$ cat config.mk
export PLATFORM = sky130hd
export DESIGN_NAME = btn_event_scheduler
export DESIGN_NICKNAME = d
export VERILOG_FILES = /design/src/rtl/btn_event_scheduler_pkg.sv /design/src/rtl/btn_event_scheduler_rr_pick.sv /design/src/rtl/btn_event_scheduler.sv
export SDC_FILE = /design/constraint.sdc
export NUM_CORES = 1
export LEC_CHECK = 0
export BUFFER_PORTS_ARGS = -buffer_cell sky130_fd_sc_hd__buf_2
export CAP_MARGIN = 20
export CORE_MARGIN = 5
export CORE_UTILIZATION = 31
export DETAILED_ROUTE_END_ITERATION = 10
export GPL_TIMING_DRIVEN = 0
export HOLD_SLACK_MARGIN = 0.06
export SYNTH_ARGS = -nofsm -noshare
export SYNTH_HDL_FRONTEND = slang
export SYNTH_SLANG_ARGS = --single-unit
export TNS_END_PERCENT = 10
$ cat constraint.sdc
create_clock -name clk -period 7.1 [get_ports clk]
set_input_delay 0.355 -clock clk [delete_from_list [all_inputs] [get_ports clk]]
set_output_delay 0.355 -clock clk [all_outputs]
set_load 0.02 [all_outputs]
$ cat src/rtl/btn_event_scheduler_pkg.sv
// Shared types and sizing helpers for the button event scheduler and its arbiter.
package btn_sched_pkg;

   typedef enum logic [1:0] {
      IDLE  = 2'd0,
      ISSUE = 2'd1,
      COOL  = 2'd2
   } sched_state_e;

   // Width of a counter that must hold values up to max(a, b).
   function automatic int cnt_width(input int a, input int b);
      int m;
      m = (a > b) ? a : b;
      if (m < 1) begin
         return 1;
      end
      return $clog2(m + 1);
   endfunction

   localparam int DEFAULT_CNT_W = cnt_width(100000, 50000000);

endpackage

$ cat src/rtl/btn_event_scheduler_rr_pick.sv
// Combinational round-robin picker: first set request at or above ptr, wrapping.
module rr_pick #(
   parameter int N  = 5,
   parameter int IW = 3
) (
   input  logic [N-1:0]  req,
   input  logic [IW-1:0] ptr,
   output logic [IW-1:0] grant,
   output logic          any
);

   always_comb begin
      int idx;
      idx   = 0;
      grant = '0;
      any   = 1'b0;
      // Walk from farthest to nearest so the nearest hit is written last.
      for (int k = N - 1; k >= 0; k--) begin
         idx = int'(ptr) + k;
         if (idx >= N) begin
            idx = idx - N;
         end
         if (req[idx[IW-1:0]]) begin
            grant = idx[IW-1:0];
            any   = 1'b1;
         end
      end
   end

endmodule

$ cat src/rtl/btn_event_scheduler.sv
// Serializes button press events round-robin over valid/ready with a cooldown gap.
// Optional hold-to-repeat is enabled by defining BTN_REPEAT_EN.
module btn_event_scheduler
   import btn_sched_pkg::*;
#(
   parameter int NUM_BTN    = 5,
   parameter int ID_W       = 3,
   parameter int COOLDOWN   = 100000,
   parameter int REPEAT_DLY = 50000000,
   parameter int REPEAT_PER = 10000000
) (
   input  logic               clk,
   input  logic               rst,
   input  logic [NUM_BTN-1:0] btn_pulse,
   input  logic [NUM_BTN-1:0] btn_level,
   output logic               evt_valid,
   output logic [ID_W-1:0]    evt_id,
   input  logic               evt_ready,
   output logic [NUM_BTN-1:0] pending,
   output logic               dropped
);

   localparam int CNT_W = cnt_width(COOLDOWN, REPEAT_DLY);
   localparam logic [CNT_W-1:0] COOL_LOAD = (COOLDOWN > 0) ? CNT_W'(COOLDOWN - 1) : '0;

   sched_state_e       state_q;
   logic               evt_valid_q;
   logic [ID_W-1:0]    evt_id_q;
   logic [ID_W-1:0]    rr_ptr_q;
   logic [CNT_W-1:0]   cool_q;
   logic [NUM_BTN-1:0] pending_q;
   logic [NUM_BTN-1:0] pending_d;
   logic               dropped_q;
   logic               dropped_d;

   logic [NUM_BTN-1:0] rep_set;
   logic [NUM_BTN-1:0] set_mask;
   logic [NUM_BTN-1:0] clr_mask;
   logic               handshake;
   logic [ID_W-1:0]    grant;
   logic               any_pending;

   assign handshake = evt_valid_q & evt_ready;
   assign clr_mask  = handshake ? (NUM_BTN'(1) << evt_id_q) : '0;
   assign set_mask  = btn_pulse | rep_set;

   // A new press beats the clear of the event being accepted this cycle.
   assign pending_d = (pending_q & ~clr_mask) | set_mask;
   assign dropped_d = |(set_mask & pending_q & ~clr_mask);

   rr_pick #(
      .N  (NUM_BTN),
      .IW (ID_W)
   ) u_pick (
      .req   (pending_q),
      .ptr   (rr_ptr_q),
      .grant (grant),
      .any   (any_pending)
   );

`ifdef BTN_REPEAT_EN
   localparam logic [CNT_W-1:0] REP_FIRE   = CNT_W'(REPEAT_DLY);
   localparam logic [CNT_W-1:0] REP_RELOAD = CNT_W'(REPEAT_DLY - REPEAT_PER);

   generate
      for (genvar gi = 0; gi < NUM_BTN; gi++) begin : g_hold
         logic [CNT_W-1:0] hold_q;
         logic [CNT_W-1:0] hold_d;
         logic             fire;

         // Reloading to DLY-PER makes every later fire land PER cycles apart.
         assign fire   = btn_level[gi] && ((hold_q + CNT_W'(1)) == REP_FIRE);
         assign hold_d = !btn_level[gi] ? '0 :
                         fire           ? REP_RELOAD :
                                          hold_q + CNT_W'(1);
         assign rep_set[gi] = fire;

         always_ff @(posedge clk) begin
            if (rst) begin
               hold_q <= '0;
            end else begin
               hold_q <= hold_d;
            end
         end
      end
   endgenerate
`else
   logic unused_level;
   assign rep_set      = '0;
   assign unused_level = ^{btn_level, REPEAT_PER[0]};
`endif

   always_ff @(posedge clk) begin
      if (rst) begin
         state_q     <= IDLE;
         evt_valid_q <= 1'b0;
         evt_id_q    <= '0;
         rr_ptr_q    <= '0;
         cool_q      <= '0;
         pending_q   <= '0;
         dropped_q   <= 1'b0;
      end else begin
         pending_q <= pending_d;
         dropped_q <= dropped_d;
         unique case (state_q)
            IDLE: begin
               if (any_pending) begin
                  evt_id_q    <= grant;
                  evt_valid_q <= 1'b1;
                  state_q     <= ISSUE;
               end
            end
            ISSUE: begin
               if (handshake) begin
                  evt_valid_q <= 1'b0;
                  rr_ptr_q    <= (evt_id_q == ID_W'(NUM_BTN - 1)) ? '0 : evt_id_q + ID_W'(1);
                  if (COOLDOWN == 0) begin
                     state_q <= IDLE;
                  end else begin
                     cool_q  <= COOL_LOAD;
                     state_q <= COOL;
                  end
               end
            end
            COOL: begin
               if (cool_q == '0) begin
                  state_q <= IDLE;
               end else begin
                  cool_q <= cool_q - CNT_W'(1);
               end
            end
            default: begin
               state_q <= IDLE;
            end
         endcase
      end
   end

   assign evt_valid = evt_valid_q;
   assign evt_id    = evt_id_q;
   assign pending   = pending_q;
   assign dropped   = dropped_q;

endmodule

# --- Yosys cells after proc, flatten, opt, wreduce, memory -nomap -nowiden ---
# Cells that the tools add are included.
word_totals:
  rom_bits: 0
  register_bits: 41
  mem_count: 0
  latchBits: 0
  input_bits: 13
  ramBits: 0
  elab_cells: 89
  out_inout_bits: 10
classes:
  n_mux: 37
  reduce_logical: 10
  eq_ne: 7
  bitwise_logic: 6
  addsub: 11
  mul: 0
  shifts: 1
  order_cmp: 10
  div_mod_pow: 0
op_table:
  columns: ["operator", "n"]
  rows:
  - ["26-bit two-way mux", 2]
  - ["26-bit one-hot mux with 2 select lines", 1]
  - ["3-bit two-way mux", 11]
  - ["26-bit logical NOT", 1]
  - ["26-bit by 1-bit subtractor with 26-bit output, second input constant", 1]
  - ["3-bit by 4-bit less-than comparator with 1-bit output, second input constant", 5]
  - ["4-bit by 3-bit >= comparator with 1-bit output, second input constant", 4]
  - ["5-bit AND", 3]
  - ["1-bit binary-select mux with 3-bit select", 5]
  - ["3-bit subtractor, second input constant", 5]
  - ["1-bit two-way mux", 12]
  - ["3-bit AND reduction", 3]
  - ["3-bit by 2-bit adder with 4-bit output, second input constant", 2]
  - ["2-bit != test, second input constant", 4]
  - ["2-bit two-way mux", 3]
  - ["2-bit one-hot mux with 3 select lines", 1]
  - ["5-bit two-way mux", 1]
  - ["5-bit inverter", 1]
  - ["5-bit bitwise OR", 1]
  - ["5-bit OR reduction", 1]
  - ["1-bit by 3-bit left shift with 5-bit output, first input constant", 1]
  - ["3-bit by 1-bit adder with 4-bit output, second input constant", 1]
  - ["3-bit by 3-bit adder with 4-bit output, second input constant", 1]
  - ["2-bit AND reduction", 2]
  - ["other kinds (9)", 10]

# --- Logic depth before layout (Yosys ltp) ---
# Gate-level depths: netlist (run 1).
depth:
  word_depth: 12
  mapped_depth: 16
  depth_no_buf: 12

# --- Modules after synthesis ---
# From an unflattened synthesis (run 1), not the netlist that was laid out.
unflattened:
  cells_unflattened: 404
  area_unflattened_um2: 3179.3
modules_own_cells:
  columns: ["mod", "n_inst", "seq_area_each_um2", "area_per_inst_um2", "cells_each"]
  rows:
  - ["btn_event_scheduler", 1, 820.8, 2060.7, 252]
  - ["rr_pick", 1, 0.0, 1118.6, 152]

# --- Least setup slack after synthesis (run 1) ---
# No wires, ideal clock.
synth_timing:
  path_type: "register -> register"
  from: "register rr_ptr_q[0]"
  to: "register evt_id_q[1] (netlist: evt_id[1])"
  setup_time_ps: 95
  arrival_time_ps: 3672
  path_buffers: 3
  period_less_slack_ps: 3767
  stages_incl_launch_ff: 15
  setup_slack_ps: 3333
  required_ps: 7005
  path_cell_list: "dfxtp_1 buf_2 inv_1 clkbuf_1 ha_1 ha_1 clkbuf_1 a21oi_2 mux2_2 a211o_1 o211ai_1 mux2i_1 a21oi_1 a211o_1 a221oi_1"
synth_between:
  elab_chain_len: 11
  elab_cells_between_ends: 40
  cone_classes: "9 x add/sub; 5 x order compare; 25 x mux; 1 x reduce/logical"
synth_rtl:
  columns: ["element", "line_no", "text"]
  rows:
  - ["start: declaration", "btn_event_scheduler.sv:29", "logic [ID_W-1:0] rr_ptr_q;"]
  - ["start signal: assignment", "btn_event_scheduler.sv:116", "rr_ptr_q <= (evt_id_q == ID_W'(NUM_BTN - 1)) ? '0 : evt_id_q + ID_W'(1);"]
  - ["3-bit by 3-bit adder with 4-bit output", "btn_event_scheduler_rr_pick.sv:19", "idx = int'(ptr) + k;"]
  - ["4-bit by 3-bit >= comparator with 1-bit output or 3-bit subtractor (tied branches)", "btn_event_scheduler_rr_pick.sv:20, btn_event_scheduler_rr_pick.sv:21", null]
  - ["3-bit two-way mux", "btn_event_scheduler_rr_pick.sv:20", "if (idx >= N) begin"]
  - ["1-bit binary-select mux with 3-bit select", "btn_event_scheduler_rr_pick.sv:23", "if (req[idx[IW-1:0]]) begin"]
  - ["1-bit two-way mux (implied by the code)", "btn_event_scheduler_rr_pick.sv:23", null]
  - ["1-bit two-way mux (5 in a row)", "btn_event_scheduler_rr_pick.sv:23", null]
  - ["2-bit AND reduction (no line)", null, null]
  - ["end signal: assignment", "btn_event_scheduler.sv:108", "evt_id_q <= grant;"]
  - ["end: declaration", "btn_event_scheduler.sv:28", "logic [ID_W-1:0] evt_id_q;"]
# Parallel ways exist; a longest one is shown, timed or not. The select of a mux whose other input is x is not followed.
# A chain may end at the register's enable or synchronous reset.

# --- Worst setup path after layout (run 1) ---
layout_timing:
  from: "register rr_ptr_q[1]"
  to: "register evt_id_q[1] (netlist: evt_id[1])"
# The elaborated chain is that of the path after synthesis.

==> results of run 1 <==
-- final cells by class --
| cell class | count | area, µm² |
|---|---|---|
| Buffer | 20 | 85.1 |
| Sequential cell | 41 | 821 |
| Fill cell | 988 | 5960 |
| Inverter | 18 | 67.6 |
| Clock buffer | 6 | 82.6 |
| Clock inverter | 2 | 13.8 |
| Tap cell | 111 | 139 |
| Timing Repair Buffer | 16 | 80.1 |
| Multi-Input combinational cell | 284 | 1950 |
-- sequential cells by signal, summed over array words and instances (netlist names) --
register / flops
evt_id: 3
evt_valid: 1
cool_q: 26
dropped: 1
rr_ptr_q: 3
state_q: 2
pending: 5
-- stage by stage --
| stage | area (µm²) | std cells | util, % | hold slack (ns) |
|---|---|---|---|---|
| 2_1_floorplan | 2920 | 363 | - | 0.451 |
| 3_3_place_gp | 3140 | 490 | 34.1 | 0.465 |
| 3_5_place_dp | 3140 | 490 | 34.1 | 0.481 |
| 4_1_cts | 3240 | 498 | 35.2 | 0.291 |
| 5_1_grt | 3240 | 498 | 35.2 | 0.301 |
| 6_report | 3240 | 498 | 35.2 | 0.294 |
-- cell usage in the layout, fill, tap and decap left out, drive strengths merged, types with 4 or more instances in the layout --
cell type / count
nand2b: 4
buf: 22
nor2: 41
nand3: 12
nand2: 21
a211oi: 7
xnor2: 18
o21ai: 14
nor4: 6
a21oi: 29
nor3b: 4
nor2b: 4
nor3: 11
mux2i: 11
a211o: 6
or3: 10
or4: 4
ha: 15
or2: 6
a31oi: 5
clkbuf: 20
inv: 18
dfxtp: 41
-- power groups by stage --
stage	Clock [µW]	Combinational [µW]	Sequential, µW
floorplan	0	268	305
global placement	0	338	305
detailed placement	0	345	306
CTS	166	347	301
global route	177	388	308
finish	161	348	301
-- cell families (layout without fill, tap and decap cells) --
kind of cell / Yosys count / in the layout / share of synthesized area [%]
DFF: 41 / 41 / 28.1
muxes: 16 / 16 / 6.47
buffers and inverters: 38 / 62 / 5.22
xor gates and xnor gates: 20 / 20 / 6.00
AOI/OAI and AO/OA: 96 / 96 / 22.7
and+or+nand+nor: 136 / 136 / 24.4
adders and majority gates: 16 / 16 / 7.11
-- path summary, 6_finish.rpt --
path / start / end / slack, ns / depth (start not counted)
setup / recovery: rr_ptr_q[1]$_SDFFE_PP0P_ / evt_id[1]$_SDFFE_PP0P_ / 2.56 / 14
hold / removal: btn_pulse[4] / pending[4]$_SDFF_PP0_ / 0.29 / 3
setup reg to reg: rr_ptr_q[1]$_SDFFE_PP0P_ / evt_id[1]$_SDFFE_PP0P_ / 2.56 / 14
hold reg to reg: cool_q[11]$_SDFFE_PP0P_ / cool_q[11]$_SDFFE_PP0P_ / 0.49 / 2
-- per-layer routing --
| metal | wire [µm] | vias up |
|---|---|---|
| met1 | 3530 | 1324 |
| met5 | 0 | - |
| met4 | 93 | 0 |
| li1 | - | 1372 |
| met2 | 3640 | 77 |
| met3 | 388 | 10 |
-- worst register-to-register path: cells and delay by family, from the launching register on --
family / cells / cell delay (ns)
buf+inv: 4 / 1.15
flops: 1 / 0.55
simple gates: 2 / 0.40
mux: 1 / 0.38
fa+ha+maj: 2 / 0.56
compound gates: 5 / 1.41
==> metrics, run 1 <==
outcome finished clean; CP endpoint kind flop; Routed WL per cell 15.4 µm; Fin Setup TNS 0 ns; CP peak stage delay ~0.55 ns; share of cells above drive strength 1 12.7%; Synthesis Warnings 0; prevailing post-synth register cell dfxtp_1; Final Hold Viols 0; crit path DAT 4.74 ns; clock slew at reported path FFs ~0.080 ns; top cells by count, synth dfxtp_1 (41), nor2_1 (41), a21oi_1 (28), nand2_1 (21); met3 global-route usage 2.89%; fin. max-slew vios 0; largest net degree at the start of global routing 14; Netlist cell types 65; Synth area leaders dfxtp_1 (28%), ha_1 (6.4%), xnor2_1 (5.4%); number of synthesized register bits slightly above 40; P per Cell Area 250 nW/µm²; max-cap violations 0; area growth from synthesis to layout 10.8%; clk buf depth 2; drc violations 0; Routed WL 7650 µm; Synthesized Nets 392; CP max-delay cell dfxtp_1; Layout Nets a little over 400; Post-synth EDFFs 0; clock sinks 41; critical-path maximum fanout 10; crit-path leading delay family compound AO/OA/AOI/OAI gates; maximum clock frequency 0.220 GHz; Core Area slightly above 9000 µm²; Vias/cell roughly 5.6; Net Switching 317 µW; Leak approximately 0.0012 µW; Pint 494 µW; RD Place Congestion 0.961; antenna cell count 0; M1 GR Usage 17.5%; row cnt 35; Post-DP HPWL 5760 µm; WP buf/inv 4; setup violators final 0; syn avg cell area 8.05 µm²; Mapped Cells 363; area leader, netlist dfxtp_1; slew at the pin closest to its max-slew limit 0.792 ns; die area 11500 µm²; crit-path cells buf_1 > inv_1 > ha_1 > ha_1 > clkbuf_1 > a21oi_2 > mux2_2 > a211o_1 > o211ai_1 > and4_1 > or3_1 > clkbuf_1 > a21oi_1 > a221oi_1; critical path launch point type flop; fraction of registers with async set or reset after synthesis 0%; Skew-Pair Late Insertion Delay 0.29 ns; Initial Util 31.8%; Critical Path RT 7.30 ns; Clk pwr share 19.9%; post-synth top area share 28.1%; DRT antenna net count 0; Root Buffer clkbuf_8; CTS Hold Bufs 0; clock buffer count from CTS 5; GR Overflow Total 0; sequential power share 37.2%; Combinational Power Share a little over two fifths; initial antenna violation count 0; setup ws final 2.56 ns; relative slew slack 47.2%; Cell Area, Synth between 2000 and 3000 µm²; Tcrit/Tclk final about 64%; # Post-CTS Setup Buffers 0; Global Route Usage Sum 13.5%; register area share after synthesis between 20 and 30%; # port buffers 16; Final min period 4.54 ns; DIE WIDTH 107 µm; first-pass detailed-route iteration total 4; cts repair resizes 0; Peak VDD IR approximately 0.18 mV; DRT iter0 DRCs approximately 140; most crowded layer after global routing met2; vias in the first global route 2724; I/O pin total 23; CTS tree yes; Die Ht about 110 µm; skew final 0.00674 ns; first-pass GRT wire length 12900 µm; H-tree levels 2; WS Path Type flop to flop; grt met2 use 22.9%; switching share of power 39.1%; vias post-DR 2783; DP Worst Slack 2.63 ns; Pwr Total 811 µW; RSZ-0062 raised after global routing no; Hold Path Class primary input to flop
No activity file was read; power rests on OpenSTA's default activity.
==> run 2: changes to the inputs <==
==> constraint.sdc (replaced) <==
create_clock -name clk -period 4.7 [get_ports clk]
set_input_delay 0.235 -clock clk [delete_from_list [all_inputs] [get_ports clk]]
set_output_delay 0.235 -clock clk [all_outputs]
set_load 0.02 [all_outputs]
==> run 2 against run 1 <==
Combinational power grew 54%. Clock skew grew 0.0015 ns. Routed wire length grew 0.33%. Critical path type unchanged.
==> metrics, run 2 (synthesis results as in run 1) <==
antenna cell count 0; vias in the first global route 2724; r2r startpoint rr_ptr_q[1]$_SDFFE_PP0P_; CP endpoint kind flop; clock sinks 41; CTS Hold Bufs 0; maximum clock frequency approximately 0.23 GHz; Final min period 4.38 ns; GR Overflow Total 0; Critical Path RT 4.90 ns; WS Path Type flop to flop; terminus of the critical flop-to-flop path evt_id[1]$_SDFFE_PP0P_; largest net degree at the start of global routing 14; clock slew at reported path FFs approximately 0.08 ns; first-pass GRT wire length 12900 µm; Vias/cell 5.61; max FFs per register 26; placed cells 490; RSZ-0062 raised after global routing no; skew final about 0.0082 ns; DRT antenna net count 0; Reg2Reg Depth 14; slew at the pin closest to its max-slew limit 0.561 ns; row cnt 35; relative slew slack 62.6%; critical-path maximum fanout 10; Leak 0.00126 µW; area growth from synthesis to layout 11.7%; most frequent cells in the layout nor2_1 (41), dfxtp_1 (41), a21oi_1 (27); H-tree levels 2; Root Buffer clkbuf_8; Routed WL per cell approximately 15 µm; RD Place Congestion between 0.9 and 1; I/O pin total 23; Finished Layout Cells 500; DP Area 3140 µm²; DIE WIDTH 107 µm; crit path DAT 4.58 ns; initial antenna violation count 0; die area about 11000 µm²; reg-to-reg slack, setup ~0.32 ns; Die Ht 107 µm; Pwr Total 1230 µW; CP max-delay cell dfxtp_1; CTS tree yes; setup violators final 0; Setup crit end evt_id[1]$_SDFFE_PP0P_; drc violations 0; CP peak stage delay 0.54 ns; Core Area 9200 µm²; share of cells above drive strength 1 between 10% and 20%; Routed WL 7670 µm; DRT iter0 DRCs 150; crit path launch rr_ptr_q[1]$_SDFFE_PP0P_; crit-path cells buf_1 > inv_1 > ha_1 > ha_1 > clkbuf_1 > a21oi_4 > mux2_2 > a211o_1 > o211ai_1 > buf_4 > mux2i_1 > a21oi_1 > a211o_1 > a221oi_1; Hold Path Class primary input to flop; Post-DP HPWL 5760 µm; clock buffer count from CTS 5; Layout Nets ~420; fin. max-slew vios 0; Final Cell Area 3260 µm²; # port buffers 16; Skew-Pair Late Insertion Delay just under 0.3 ns; Fin Setup TNS 0 ns; clk buf depth 2; P per Cell Area 378 nW/µm²; Final Hold Viols 0; register name with the most flops cool_q; worst hold slack roughly 0.17 ns; Fillers 982; max-cap violations 0; Peak VDD IR 0.271 mV; footprint of the multi-input gates 1960 µm²; vias post-DR 2805; Global Route Usage Sum 13.5%; first-pass detailed-route iteration total 5; critical path launch point type flop; storage element area 821 µm²; outcome finished clean; Initial Util 31.8%; Tcrit/Tclk final 93.2%
-- run 2: changes by cell type in the layout (fill, tap and decap cells not counted), sizes merged --
cell,delta
buf,+2
-- run 2: layout make-up --
cell class | count | share of cell area, %
inverter | 18 | 2.07
timing repair buffer | 18 | 2.91
buffer | 20 | 2.61
clock buffer | 6 | 2.53
sequential | 41 | 25.2
clock inverter | 2 | 0.422
tap | 111 | 4.26
multi-input combinational | 284 | 60.0
-- run 2: worst min path at each step --
stage | startpoint | end | slack (ns) | depth (start not counted)
floorplan | btn_pulse[1] | pending[1]$_SDFF_PP0_ | 0.35 | 2
global placement | cool_q[11]$_SDFFE_PP0P_ | cool_q[11]$_SDFFE_PP0P_ | 0.46 | 2
detailed placement | btn_pulse[4] | pending[4]$_SDFF_PP0_ | 0.48 | 3
CTS | btn_pulse[4] | pending[4]$_SDFF_PP0_ | 0.17 | 3
global route | btn_pulse[3] | pending[3]$_SDFF_PP0_ | 0.18 | 3
finish | btn_pulse[4] | pending[4]$_SDFF_PP0_ | 0.17 | 3
-- run 2: layer usage --
layer | GRT usage, % | vias to the layer above | part of all wire, %
li1 | - | 1375 | -
met1 | 17.5 | 1330 | 46
met2 | 22.9 | 88 | 47
met3 | 2.89 | 12 | 5.9
met4 | 3.38 | 0 | 1.3
met5 | 0 | - | 0
-- run 2: power by group --
| group | internal, µW | total (µW) | switching [µW] | leakage [µW] |
|---|---|---|---|---|
| logic | 236 | 535 | 299 | 0.000873 |
| registers | 398 | 455 | 57.3 | 0.000335 |
| clock network | 119 | 244 | 125 | 0.0000512 |
-- run 2: worst max-delay path: cells and delay by family, from the launching register on --
family          cells  cell delay (ns)
compound gates      6             1.56
fa+ha+maj           2             0.56
buf+inv             4             1.10
flops               1             0.54
mux                 2             0.54
-- run 2: metrics by stage --
| stage | utilization, % | setup slack [ns] |
|---|---|---|
| floorplan | - | 0.933 |
| global placement | 34.1 | 0.271 |
| detailed placement | 34.1 | 0.228 |
| CTS | 35.2 | 0.209 |
| global route | 35.5 | 0.00203 |
| finish | 35.5 | 0.318 |
-- run 2: what timing repair did --
item | 4_1_cts | 5_1_grt
buffers inserted | 0 | 2
resized for setup | 0 | 2
setup endpoints to repair | 0 | 2
